--- src/rtl/dcache_pkg.sv ---
// dcache_pkg: shared types and defaults for the direct-mapped write-back data cache
package dcache_pkg;
    localparam int DEF_NSETS = 16;
    localparam int DEF_IDX_W = $clog2(DEF_NSETS);
    localparam int DEF_TAG_W = 30 - DEF_IDX_W;
    localparam logic [31:0] DEF_HIT_CNT_ADDR = 32'h00003100;
    typedef enum logic [2:0] {IDLE, WB, FETCH, FLUSH, COUNT, HALTED} dcache_state_t;
    typedef struct packed {
        logic [DEF_TAG_W-1:0] tag;
        logic [DEF_IDX_W-1:0] idx;
        logic [1:0]           bytoff;
    } dcachef_t;
    typedef struct packed {
        logic                 valid;
        logic                 dirty;
        logic [DEF_TAG_W-1:0] tag;
        logic [31:0]          data;
    } dframe_t;
endpackage

--- src/rtl/dcache_if.sv ---
// dcache_if: datapath request port plus memory-controller port of the data cache
interface dcache_if;
    logic        halt;
    logic        dmemREN;
    logic        dmemWEN;
    logic [31:0] dmemaddr;
    logic [31:0] dmemstore;
    logic        dhit;
    logic [31:0] dmemload;
    logic        flushed;
    logic        dREN;
    logic        dWEN;
    logic [31:0] daddr;
    logic [31:0] dstore;
    logic        dwait;
    logic [31:0] dload;
    modport slave (
        input  halt, dmemREN, dmemWEN, dmemaddr, dmemstore, dwait, dload,
        output dhit, dmemload, flushed, dREN, dWEN, daddr, dstore
    );
    modport master (
        output halt, dmemREN, dmemWEN, dmemaddr, dmemstore, dwait, dload,
        input  dhit, dmemload, flushed, dREN, dWEN, daddr, dstore
    );
endinterface

--- src/rtl/dcache_frames.sv ---
// dcache_frames: one-word frame array, async read by index, sync write, async invalidate
module dcache_frames #(
    parameter int NSETS = 16,
    parameter int TW    = 26,
    localparam int IW   = $clog2(NSETS)
) (
    input  logic          clk,
    input  logic          rst,
    input  logic [IW-1:0] idx,
    output logic          valid,
    output logic          dirty,
    output logic [TW-1:0] tag,
    output logic [31:0]   data,
    input  logic          we,
    input  logic          wvalid,
    input  logic          wdirty,
    input  logic [TW-1:0] wtag,
    input  logic [31:0]   wdata
);
    logic [NSETS-1:0] valid_q;
    logic [NSETS-1:0] dirty_q;
    logic [TW-1:0]    tag_q  [NSETS];
    logic [31:0]      data_q [NSETS];

    assign valid = valid_q[idx];
    assign dirty = dirty_q[idx];
    assign tag   = tag_q[idx];
    assign data  = data_q[idx];

    // state flags clear at once on reset so no stale or partially written frame survives
    always_ff @(posedge clk or posedge rst) begin
        if (rst) begin
            valid_q <= '0;
            dirty_q <= '0;
        end else if (we) begin
            valid_q[idx] <= wvalid;
            dirty_q[idx] <= wdirty;
        end
    end

    // tag and data carry no reset; they are meaningless while the frame is invalid
    always_ff @(posedge clk) begin
        if (we) begin
            tag_q[idx]  <= wtag;
            data_q[idx] <= wdata;
        end
    end
endmodule

--- src/rtl/dcache.sv ---
// dcache: direct-mapped write-back L1 data cache with halt-time flush and hit-count dump
module dcache import dcache_pkg::*; #(
    parameter int          NSETS        = DEF_NSETS,
    parameter logic [31:0] HIT_CNT_ADDR = DEF_HIT_CNT_ADDR
) (
    input logic     CLK,
    input logic     RST,
    dcache_if.slave bus
);
    localparam int IW = $clog2(NSETS);
    localparam int TW = 30 - IW;

    dcache_state_t state, next;
    logic [IW-1:0] fidx, ridx, idx;
    logic [TW-1:0] rtag, f_tag, wtag;
    logic [31:0]   hits, f_data, wdata;
    logic          filled, req, hit, wb_need, f_valid, f_dirty, we, wvalid, wdirty;

    assign ridx    = bus.dmemaddr[IW+1:2];
    assign rtag    = bus.dmemaddr[31:IW+2];
    assign idx     = state == FLUSH ? fidx : ridx;
    assign req     = bus.dmemREN | bus.dmemWEN;
    assign hit     = state == IDLE && !bus.halt && req && f_valid && f_tag == rtag;
    assign wb_need = f_valid && f_dirty;

    dcache_frames #(.NSETS(NSETS), .TW(TW)) frames (
        .clk(CLK), .rst(RST), .idx(idx),
        .valid(f_valid), .dirty(f_dirty), .tag(f_tag), .data(f_data),
        .we(we), .wvalid(wvalid), .wdirty(wdirty), .wtag(wtag), .wdata(wdata)
    );

    // state register
    always_ff @(posedge CLK or posedge RST) begin
        if (RST) state <= IDLE;
        else     state <= next;
    end

    // next state: halt wins in IDLE, every transfer waits for a cycle with dwait low
    always_comb begin
        next = state;
        case (state)
            IDLE:    next = bus.halt ? FLUSH : (req && !hit ? (wb_need ? WB : FETCH) : IDLE);
            WB:      next = bus.dwait ? WB : FETCH;
            FETCH:   next = bus.dwait ? FETCH : IDLE;
            FLUSH:   next = &fidx && (!wb_need || !bus.dwait) ? COUNT : FLUSH;
            COUNT:   next = bus.dwait ? COUNT : HALTED;
            default: next = state;
        endcase
    end

    // outputs and frame updates; a write always stores the whole frame back at idx
    always_comb begin
        bus.dhit     = 1'b0;
        bus.dmemload = '0;
        bus.flushed  = 1'b0;
        bus.dREN     = 1'b0;
        bus.dWEN     = 1'b0;
        bus.daddr    = '0;
        bus.dstore   = '0;
        we           = 1'b0;
        wvalid       = 1'b1;
        wdirty       = 1'b0;
        wtag         = f_tag;
        wdata        = f_data;
        case (state)
            IDLE: begin
                bus.dhit     = hit;
                bus.dmemload = hit ? f_data : '0;
                we           = hit && bus.dmemWEN;
                wdirty       = 1'b1;
                wdata        = bus.dmemstore;
            end
            WB: begin
                bus.dWEN   = 1'b1;
                bus.daddr  = {f_tag, ridx, 2'b00};
                bus.dstore = f_data;
                we         = !bus.dwait;
            end
            FETCH: begin
                bus.dREN  = 1'b1;
                bus.daddr = {bus.dmemaddr[31:2], 2'b00};
                we        = !bus.dwait;
                wtag      = rtag;
                wdata     = bus.dload;
            end
            FLUSH: begin
                bus.dWEN   = wb_need;
                bus.daddr  = wb_need ? {f_tag, fidx, 2'b00} : '0;
                bus.dstore = wb_need ? f_data : '0;
                we         = wb_need && !bus.dwait;
            end
            COUNT: begin
                bus.dWEN   = 1'b1;
                bus.daddr  = HIT_CNT_ADDR;
                bus.dstore = hits;
            end
            HALTED:  bus.flushed = 1'b1;
            default: bus.flushed = 1'b0;
        endcase
    end

    // hit counter (refill-induced hits skipped), refill marker and flush index
    always_ff @(posedge CLK or posedge RST) begin
        if (RST) begin
            hits   <= '0;
            filled <= 1'b0;
            fidx   <= '0;
        end else begin
            if (hit && !filled) hits <= hits + 32'd1;
            filled <= (state == FETCH && !bus.dwait) || (filled && state != IDLE);
            if (state == FLUSH && (!wb_need || !bus.dwait)) fidx <= fidx + 1'b1;
        end
    end
endmodule
--- src/flat_wrapper.sv ---
// flat-port wrapper written by rule: the top's interface ports become plain ports
module dcache_flat import dcache_pkg::*;
#(
    parameter int          NSETS        = DEF_NSETS,
    parameter logic [31:0] HIT_CNT_ADDR = DEF_HIT_CNT_ADDR
)
  (CLK, RST, bus_halt, bus_dmemREN, bus_dmemWEN, bus_dmemaddr, bus_dmemstore, bus_dwait, bus_dload, bus_dhit, bus_dmemload, bus_flushed, bus_dREN, bus_dWEN, bus_daddr, bus_dstore);
  dcache_if bus_i ();
  input logic CLK;
  input logic RST;
  input wire logic [$bits(bus_i.halt)-1:0] bus_halt;
  input wire logic [$bits(bus_i.dmemREN)-1:0] bus_dmemREN;
  input wire logic [$bits(bus_i.dmemWEN)-1:0] bus_dmemWEN;
  input wire logic [$bits(bus_i.dmemaddr)-1:0] bus_dmemaddr;
  input wire logic [$bits(bus_i.dmemstore)-1:0] bus_dmemstore;
  input wire logic [$bits(bus_i.dwait)-1:0] bus_dwait;
  input wire logic [$bits(bus_i.dload)-1:0] bus_dload;
  output wire logic [$bits(bus_i.dhit)-1:0] bus_dhit;
  output wire logic [$bits(bus_i.dmemload)-1:0] bus_dmemload;
  output wire logic [$bits(bus_i.flushed)-1:0] bus_flushed;
  output wire logic [$bits(bus_i.dREN)-1:0] bus_dREN;
  output wire logic [$bits(bus_i.dWEN)-1:0] bus_dWEN;
  output wire logic [$bits(bus_i.daddr)-1:0] bus_daddr;
  output wire logic [$bits(bus_i.dstore)-1:0] bus_dstore;
  assign bus_i.halt = bus_halt;
  assign bus_i.dmemREN = bus_dmemREN;
  assign bus_i.dmemWEN = bus_dmemWEN;
  assign bus_i.dmemaddr = bus_dmemaddr;
  assign bus_i.dmemstore = bus_dmemstore;
  assign bus_i.dwait = bus_dwait;
  assign bus_i.dload = bus_dload;
  assign bus_dhit = bus_i.dhit;
  assign bus_dmemload = bus_i.dmemload;
  assign bus_flushed = bus_i.flushed;
  assign bus_dREN = bus_i.dREN;
  assign bus_dWEN = bus_i.dWEN;
  assign bus_daddr = bus_i.daddr;
  assign bus_dstore = bus_i.dstore;
  dcache #(.NSETS(NSETS), .HIT_CNT_ADDR(HIT_CNT_ADDR)) u_core (.CLK(CLK), .RST(RST), .bus(bus_i));
endmodule
--- config.mk ---
export PLATFORM = sky130hd
export DESIGN_NAME = dcache_flat
export DESIGN_NICKNAME = d
export VERILOG_FILES = /design/src/rtl/dcache_pkg.sv /design/src/rtl/dcache_if.sv /design/src/rtl/dcache_frames.sv /design/src/rtl/dcache.sv /design/src/flat_wrapper.sv
export SDC_FILE = /design/constraint.sdc
export NUM_CORES = 1
export LEC_CHECK = 0
export CAP_MARGIN = 20
export CORE_AREA = 4 4 296 327
export CTS_CLUSTER_SIZE = 28
export DETAILED_ROUTE_END_ITERATION = 6
export DIE_AREA = 0 0 300 331
export PLACE_DENSITY = 0.77
export SYNTH_ARGS = -nofsm -noshare
export SYNTH_HDL_FRONTEND = slang
export SYNTH_SLANG_ARGS = --single-unit
--- constraint.sdc ---
create_clock -name CLK -period 7.2 [get_ports CLK]
set_input_delay 1.08 -clock CLK [delete_from_list [all_inputs] [get_ports CLK]]
set_output_delay 1.08 -clock CLK [all_outputs]
set_load 0.005 [all_outputs]
==> results of run 1 <==
==> synthesized netlist by cell type (16+ instances only) <==
cell        n  area [sq um]
edfxtp_1  928         27900
nand2_1   728          2730
nand3_1   305          1530
mux2i_1   197          1970
clkbuf_1  158           593
nor2_1    110           413
a21oi_1   108           541
mux4_2     89          2000
dfrtp_1    72          1800
o21ai_0    71           355
a311oi_1   70           613
a31oi_1    56           350
and3_1     43           269
nor2b_1    43           269
mux2_2     38           428
buf_1      34           128
a22o_1     32           280
buf_2      31           155
nor3_1     31           155
nor4_1     30           188
xor2_1     28           245
a211oi_1   27           203
inv_1      27           101
buf_6      23           259
xnor2_1    22           193
buf_4      19           143
nand4_1    18           113
a211oi_2   16           200
a22oi_1    16           120
==> registers in the layout, indices dropped and copies added, names as in the netlist <==
register               flops
u_core.frames.data_q     512
u_core.frames.tag_q      416
u_core.hits               32
u_core.frames.dirty_q     16
u_core.frames.valid_q     16
u_core.fidx                4
u_core.state               3
u_core.filled              1
==> cells by family after synthesis <==
family,Yosys count,synth area share
buffers and inverters,293,0.0299
muxes,335,0.0979
adders and majority gates,2,0.000541
and+or+nand+nor,1401,0.139
DFF,1000,0.641
xor gates and xnor gates,50,0.00947
AOI/OAI and AO/OA,527,0.0822
other,1,0.0000811
==> how the worst max path moves through the flow <==
stage                         start                    endpoint  cells after the start
floorplan           bus_dmemaddr[2]    u_core.frames.dirty_q[0]                     16
global placement    bus_dmemaddr[2]  u_core.frames.data_q[1][1]                     14
detailed placement  bus_dmemaddr[5]            bus_dmemload[25]                     15
CTS                 u_core.state[2]               bus_daddr[21]                     15
global route        u_core.state[2]            bus_dmemload[25]                     13
finish              u_core.state[2]              bus_dstore[22]                     14
==> per-layer routing <==
metal | share of wire | vias up
met5 | 0.00014 | -
met4 | 0.044 | 2
met3 | 0.11 | 386
met2 | 0.47 | 2231
met1 | 0.37 | 16300
li1 | - | 14100
==> worst reg2reg max path: stages (launching register included) <==
cell,delay (ns)
dfrtp_1,0.63
buf_4,0.35
nand4b_1,0.51
o21ai_4,0.40
buf_4,0.38
nand2_1,0.23
buf_4,0.34
o221ai_1,0.62
xnor2_1,0.14
nand4b_1,0.27
nor4_4,0.38
nand4_4,0.12
buf_4,0.30
a211oi_4,0.36
buf_4,0.57
==> power by group through the flow <==
stage                     registers [mW]  logic (mW)  clock network [mW]
after floorplan                     6.56       0.525                   0
after detailed placement            6.56       0.912                   0
after CTS                           6.44       0.917                4.97
final                               6.43       0.948                4.95
after global placement              6.56       0.895                   0
after global routing                6.43        1.00                5.23
==> final cells by class <==
| class | instances | area, sq um | area share |
|---|---|---|---|
| clock buffers | 127 | 2630 | 0.0492 |
| clock inverters | 54 | 439 | 0.00821 |
| inverters | 28 | 106 | 0.00199 |
| multi-input cells | 2317 | 15400 | 0.288 |
| flip-flops and latches | 1000 | 29700 | 0.555 |
| well taps | 1260 | 1580 | 0.0295 |
| repair buffers | 373 | 3680 | 0.0688 |
==> metrics by stage <==
step / power, mW / area, sq um / utilization / setup WS, ns
after floorplan: 7.08 / 46300 / - / 0.0431
after global placement: 7.45 / 50300 / 0.538 / 0.665
after detailed placement: 7.47 / 50300 / 0.538 / 0.647
after CTS: 12.3 / 53400 / 0.571 / 0.329
after global routing: 12.7 / 53500 / 0.572 / 0.0770
final: 12.3 / 53500 / 0.572 / 0.188
==> metrics.csv, run 1 <==
stage,metric,value,unit
clock_network,cts_buffers,98,
power_and_ir_drop,switching_power,2.83,mW
synth,synth_ff_type,edfxtp_1,
global_route,antenna_found_initial,2,
setup_path,startpoint_type,flop,
setup_path,crit_arrival,5.93,ns
place,dp_hpwl,84400,um
finish,nets,3922,
status,status,finished with violations,
synth,seq_area_frac_synth,0.641,
power_and_ir_drop,swShare,0.230,
timing,fin_crit_sh,0.974,
die,initial_core_util,0.494,
synth,synthArstFlopShare,0.0720,
global_route,top_usage_layer,met2,
place,placedCellCount,4967,
timing,slew_viol_final,0,
timing,tightest_slew,1.11,ns
min_path,min_from,u_core.frames.valid_q[4],
finish,area_growth_syn_to_layout,15.7,%
power_and_ir_drop,p_int,9.50,mW
drt,vias,33100,
clock_network,cts_buffer_depth,3,
clock_network,path_clk_slew,0.06,ns
timing,maxSlewHeadroom,0.258,
global_route,grt_pass1_vias,32000,
setup_path,end_kind,output pin,
die,io_pins,202,
drt,vias_per_cell,6.41,
global_route,grtUsageMet2,0.439,
drt,antenna_left,0,
setup_path,crit_chain,buf_4 -> nand4b_2 -> a21boi_4 -> buf_4 -> nand2_1 -> nand3_1 -> nand4_1 -> o22ai_1 -> buf_4 -> inv_1 -> a211oi_4 -> buf_12 -> a22o_1 -> clkdlybuf4s50_1,
finish,antenna_cells,0,
clock_network,root_buffer,clkbuf_16,
die,fp.dieH,331,um
synth,synth_cell_types,87,
setup_path,rr_endpoint,u_core.frames.data_q[15][10],
min_path,hold_path_class,reg2reg,
timing,fin_hold_ws,0.466,ns
setup_path,crit_top_cell,buf_4,
synth,synth_area,46300,sq um
drt,drt-total-wl,140000,um
min_path,worstHoldEndpoint,u_core.frames.valid_q[4],
synth,ys_ff_latch,1000,
drt,post_drt_wl_per_cell,27.1,um
setup_path,critPathBufInv,6,
setup_path,cp.required,6.12,ns
synth,yosysWarnings,0,
global_route,grtUsageTotal,0.273,
drt,drc,15,
global_route,grt_pass1_wl,204000,um
global_route,grt_max_degree,125,
timing,finalClockSkew,0.0218,ns
setup_path,slowest_stage,a21boi_4,
setup_path,critPathKind,reg2out,
power_and_ir_drop,pwr-share-clk,0.401,
clock_network,htreeDepth,3,
setup_path,regToRegStartpoint,u_core.state[0],
die,die_area,99300,sq um
timing,report.final.setup_viol,0,
timing,setup_tns,0,ns
die,core-area,93600,sq um
job,cap_violations,0,
synth,syn_inst,3609,
min_path,holdPathStages,1,
drt,drt-pass1-iter-count,7,
timing,fmax,143,MHz
power_and_ir_drop,pwr-share-comb,0.077,
finish,drive_above_1_share,0.129,
setup_path,cp_top_family,buffers and inverters,
timing,post-route-min-period,7.01,ns
finish,layout_commonest_cell,edfxtp_1,
status,violations,DRC,
finish,final_cell_mix,"928 x edfxtp_1, 728 x nand2_1, 305 x nand3_1",
finish,fillers,7323,
timing,final_hold_viol_count,0,
power_and_ir_drop,p_seq_frac,0.522,
clock_network,clock-sinks,1000,
global_route,grt_overflow_total,0,
die,rows,118,
clock_network,clock_latency,0.66,ns
global_route,grt_util_met3,0.0560,
clock_network,postCtsHoldBufs,0,
synth,syn_area_per_cell,12.8,sq um
power_and_ir_drop,p_per_area,230,nW/um^2
clock_network,cts_tree,built,
power_and_ir_drop,leakagePower,18.8,nW
drt,drt_iter0_drc,4633,
setup_path,r2r_cells,14,
finish,instances_no_fill,5159,
synth,synth_edf_count,928,
timing,rsz0062_at_grt,false,
setup_path,worstPathMaxFanout,22,
die,die_width,300,um
setup_path,ff2ff_setup_slack,1.20,ns
clock_network,cts.repair.resized,0,
place,finalWeightedCongestion,1.01,
clock_network,cts_setup_buffers,0,
setup_path,cp_slowest_stage_delay,0.79,ns
power_and_ir_drop,vdd_drop_max,0.198,mV
place,io_buffers,197,
global_route,met1_usage,0.369,
Note: power is estimated with default switching activity, not from simulation.
==> run 2, diff against run 1 <==
--- a/config.mk
+++ b/config.mk
@@ -6,11 +6,11 @@
 export NUM_CORES = 1
 export LEC_CHECK = 0
 export CAP_MARGIN = 20
-export CORE_AREA = 4 4 296 327
+export CORE_AREA = 4 4 311 344
 export CTS_CLUSTER_SIZE = 28
 export DETAILED_ROUTE_END_ITERATION = 6
-export DIE_AREA = 0 0 300 331
-export PLACE_DENSITY = 0.77
+export DIE_AREA = 0 0 315 348
+export PLACE_DENSITY = 0.72
 export SYNTH_ARGS = -nofsm -noshare
 export SYNTH_HDL_FRONTEND = slang
 export SYNTH_SLANG_ARGS = --single-unit
==> metrics.csv, run 2 (synthesis results as in run 1) <==
stage,metric,value,unit,change
global_route,grtUsageTotal,0.254,,was 0.273
finish,drive_above_1_share,0.134,,was 0.129
place,finalWeightedCongestion,0.962,,was 1.01
die,initial_core_util,0.447,,was 0.494
finish,nets,3942,,was 3922
place,dp_hpwl,87600,um,was 84400 um
drt,vias_per_cell,6.22,,was 6.41
setup_path,cp_top_family,compound AO/OA/AOI/OAI gates,,was buffers and inverters
clock_network,path_clk_slew,0.06,ns,about the same
setup_path,ff2ff_setup_slack,0.58,ns,was 1.20 ns
setup_path,worstPathMaxFanout,31,,was 22
setup_path,end_kind,output pin,,unchanged
finish,regMostFlops,u_core.frames.data_q,,unchanged
setup_path,crit_arrival,6.01,ns,was 5.93 ns
power_and_ir_drop,switching_power,2.84,mW,was 2.83 mW
clock_network,root_buffer,clkbuf_16,,unchanged
job,cap_violations,0,,unchanged
clock_network,cts_tree,built,,unchanged
setup_path,cp.required,6.12,ns,about the same
setup_path,slowest_stage,dfrtp_1,,was a21boi_4
drt,vias,33000,,was 33100
power_and_ir_drop,pwr-share-clk,0.406,,was 0.401
die,core-area,103000,sq um,was 93600 sq um
timing,slew_viol_final,0,,unchanged
timing,fin_crit_sh,0.985,,was 0.974
power_and_ir_drop,leakagePower,18.9,nW,was 18.8 nW
power_and_ir_drop,vdd_drop_max,0.185,mV,was 0.198 mV
setup_path,cp_slowest_stage_delay,0.82,ns,was 0.79 ns
finish,reg.largest.list,"u_core.frames.data_q (512), u_core.frames.tag_q (416), u_core.hits (32)",,unchanged
timing,post-route-min-period,7.09,ns,was 7.01 ns
drt,antenna_left,0,,unchanged
clock_network,cts_buffers,99,,was 98
finish,largest_reg_flops,512,,unchanged
global_route,grt_overflow_total,0,,unchanged
finish,layout_commonest_cell,edfxtp_1,,unchanged
drt,drt_iter0_drc,4058,,was 4633
die,io_pins,202,,unchanged
timing,maxSlewHeadroom,0.197,,was 0.258
finish,fillers,8573,,was 7323
power_and_ir_drop,swShare,0.228,,was 0.230
setup_path,regToRegStartpoint,u_core.state[0],,unchanged
finish,antenna_cells,0,,unchanged
setup_path,crit_top_cell,buf_4,,unchanged
setup_path,startpoint_type,flop,,unchanged
timing,setup_tns,0,ns,unchanged
min_path,holdPathStages,1,,unchanged
clock_network,postCtsHoldBufs,0,,unchanged
global_route,grt_pass1_vias,31600,,was 32000
clock_network,htreeDepth,3,,unchanged
power_and_ir_drop,p_per_area,231,nW/um^2,was 230 nW/um^2
timing,fmax,141,MHz,was 143 MHz
power_and_ir_drop,p_int,9.62,mW,was 9.50 mW
drt,post_drt_wl_per_cell,26.9,um,was 27.1 um
status,status,"finished, final reports clean",,was finished with violations
timing,rsz0062_at_grt,false,,unchanged
power_and_ir_drop,design_power_total,12.5,mW,was 12.3 mW
clock_network,cts_buffer_depth,3,,unchanged
global_route,grt_pass1_wl,208000,um,was 204000 um
min_path,worstHoldEndpoint,u_core.frames.valid_q[12],,was u_core.frames.valid_q[4]
drt,drt-total-wl,142000,um,was 140000 um
power_and_ir_drop,pwr-share-comb,0.077,,about the same
drt,drc,0,,was 15
timing,final_hold_viol_count,0,,unchanged
min_path,min_from,u_core.frames.valid_q[12],,was u_core.frames.valid_q[4]
finish,final_cell_mix,"928 x edfxtp_1, 728 x nand2_1, 305 x nand3_1",,unchanged
die,rows,124,,was 118
drt,drt-pass1-iter-count,6,,was 7
place,io_buffers,197,,unchanged
clock_network,clock-sinks,1000,,unchanged
finish,area_growth_syn_to_layout,16.7,%,was 15.7%
timing,report.final.setup_viol,0,,unchanged
clock_network,clock_latency,0.68,ns,was 0.66 ns
global_route,grt_max_degree,158,,was 125
die,fp.dieH,348,um,was 331 um
setup_path,rr_endpoint,u_core.frames.tag_q[7][17],,was u_core.frames.data_q[15][10]
die,die_area,110000,sq um,was 99300 sq um
timing,finalClockSkew,0.0303,ns,was 0.0218 ns
timing,tightest_slew,1.20,ns,was 1.11 ns
die,die_width,315,um,was 300 um
global_route,antenna_found_initial,2,,unchanged
setup_path,r2r_cells,12,,was 14
setup_path,critPathBufInv,5,,was 6
power_and_ir_drop,p_seq_frac,0.517,,was 0.522
min_path,hold_path_class,reg2reg,,unchanged
setup_path,crit_chain,nand3b_4 -> a21boi_4 -> buf_4 -> nand2_1 -> a31oi_1 -> nand4_1 -> o22ai_1 -> buf_4 -> inv_1 -> a211oi_4 -> buf_12 -> a22o_1 -> clkdlybuf4s50_1,,was buf_4 -> nand4b_2 -> a21boi_4 -> buf_4 -> nand2_1 -> nand3_1 -> nand4_1 -> o22ai_1 -> buf_4 -> inv_1 -> a211oi_4 -> buf_12 -> a22o_1 -> clkdlybuf4s50_1
setup_path,critPathKind,reg2out,,unchanged
-- run 2: worst max path at each step --
| stage | start | endpoint | depth (start not counted) |
|---|---|---|---|
| 6_report | u_core.state[0] | bus_dstore[22] | 13 |
| 5_1_grt | u_core.state[0] | bus_dstore[22] | 13 |
| 4_1_cts | u_core.state[1] | bus_dstore[22] | 14 |
| 3_5_place_dp | bus_dmemaddr[5] | u_core.frames.data_q[7][23] | 13 |
| 3_3_place_gp | bus_dmemaddr[5] | u_core.frames.data_q[7][2] | 13 |
| 2_1_floorplan | bus_dmemaddr[2] | u_core.frames.dirty_q[0] | 16 |
-- run 2: per-layer routing --
metal | track usage | share of wire
met4 | 0.0876 | 0.035
met1 | 0.353 | 0.39
met5 | 0 | 0
met2 | 0.398 | 0.46
met3 | 0.0530 | 0.11
-- run 2: cell type report --
type                    count  area, sq um  area share
well taps                1386         1730      0.0321
clock inverters            54          537     0.00994
flip-flops and latches   1000        29700       0.550
inverters                  28          106     0.00197
repair buffers            392         3890      0.0720
multi-input cells        2317        15400       0.286
clock buffers             126         2630      0.0487
-- run 2: power groups by stage --
| stage | combinational (mW) | sequential (mW) | clock, mW |
|---|---|---|---|
| after floorplan | 0.525 | 6.56 | 0 |
| after global placement | 0.914 | 6.56 | 0 |
| after detailed placement | 0.925 | 6.56 | 0 |
| after CTS | 0.930 | 6.44 | 5.10 |
| after global routing | 1.02 | 6.43 | 5.37 |
| final | 0.962 | 6.43 | 5.06 |
-- run 2: what timing repair did --
item                                    in CTS  in global routing
resized for setup                            0                  3
endpoints found under the setup margin       0                 43
buffers inserted                             0                  5
-- run 2: metrics by stage --
step                hold slack (ns)  instance area (sq um)  setup slack (ns)  instances   util
global placement              0.447                  50700             0.386       5106  0.490
detailed placement            0.452                  50700             0.397       5107  0.490
global route                  0.476                  54000            0.0209       5303  0.522
CTS                           0.468                  53800            0.0810       5287  0.520
finish                        0.467                  54000             0.107       5303  0.522
floorplan                     0.433                  46300            0.0431       3610      -
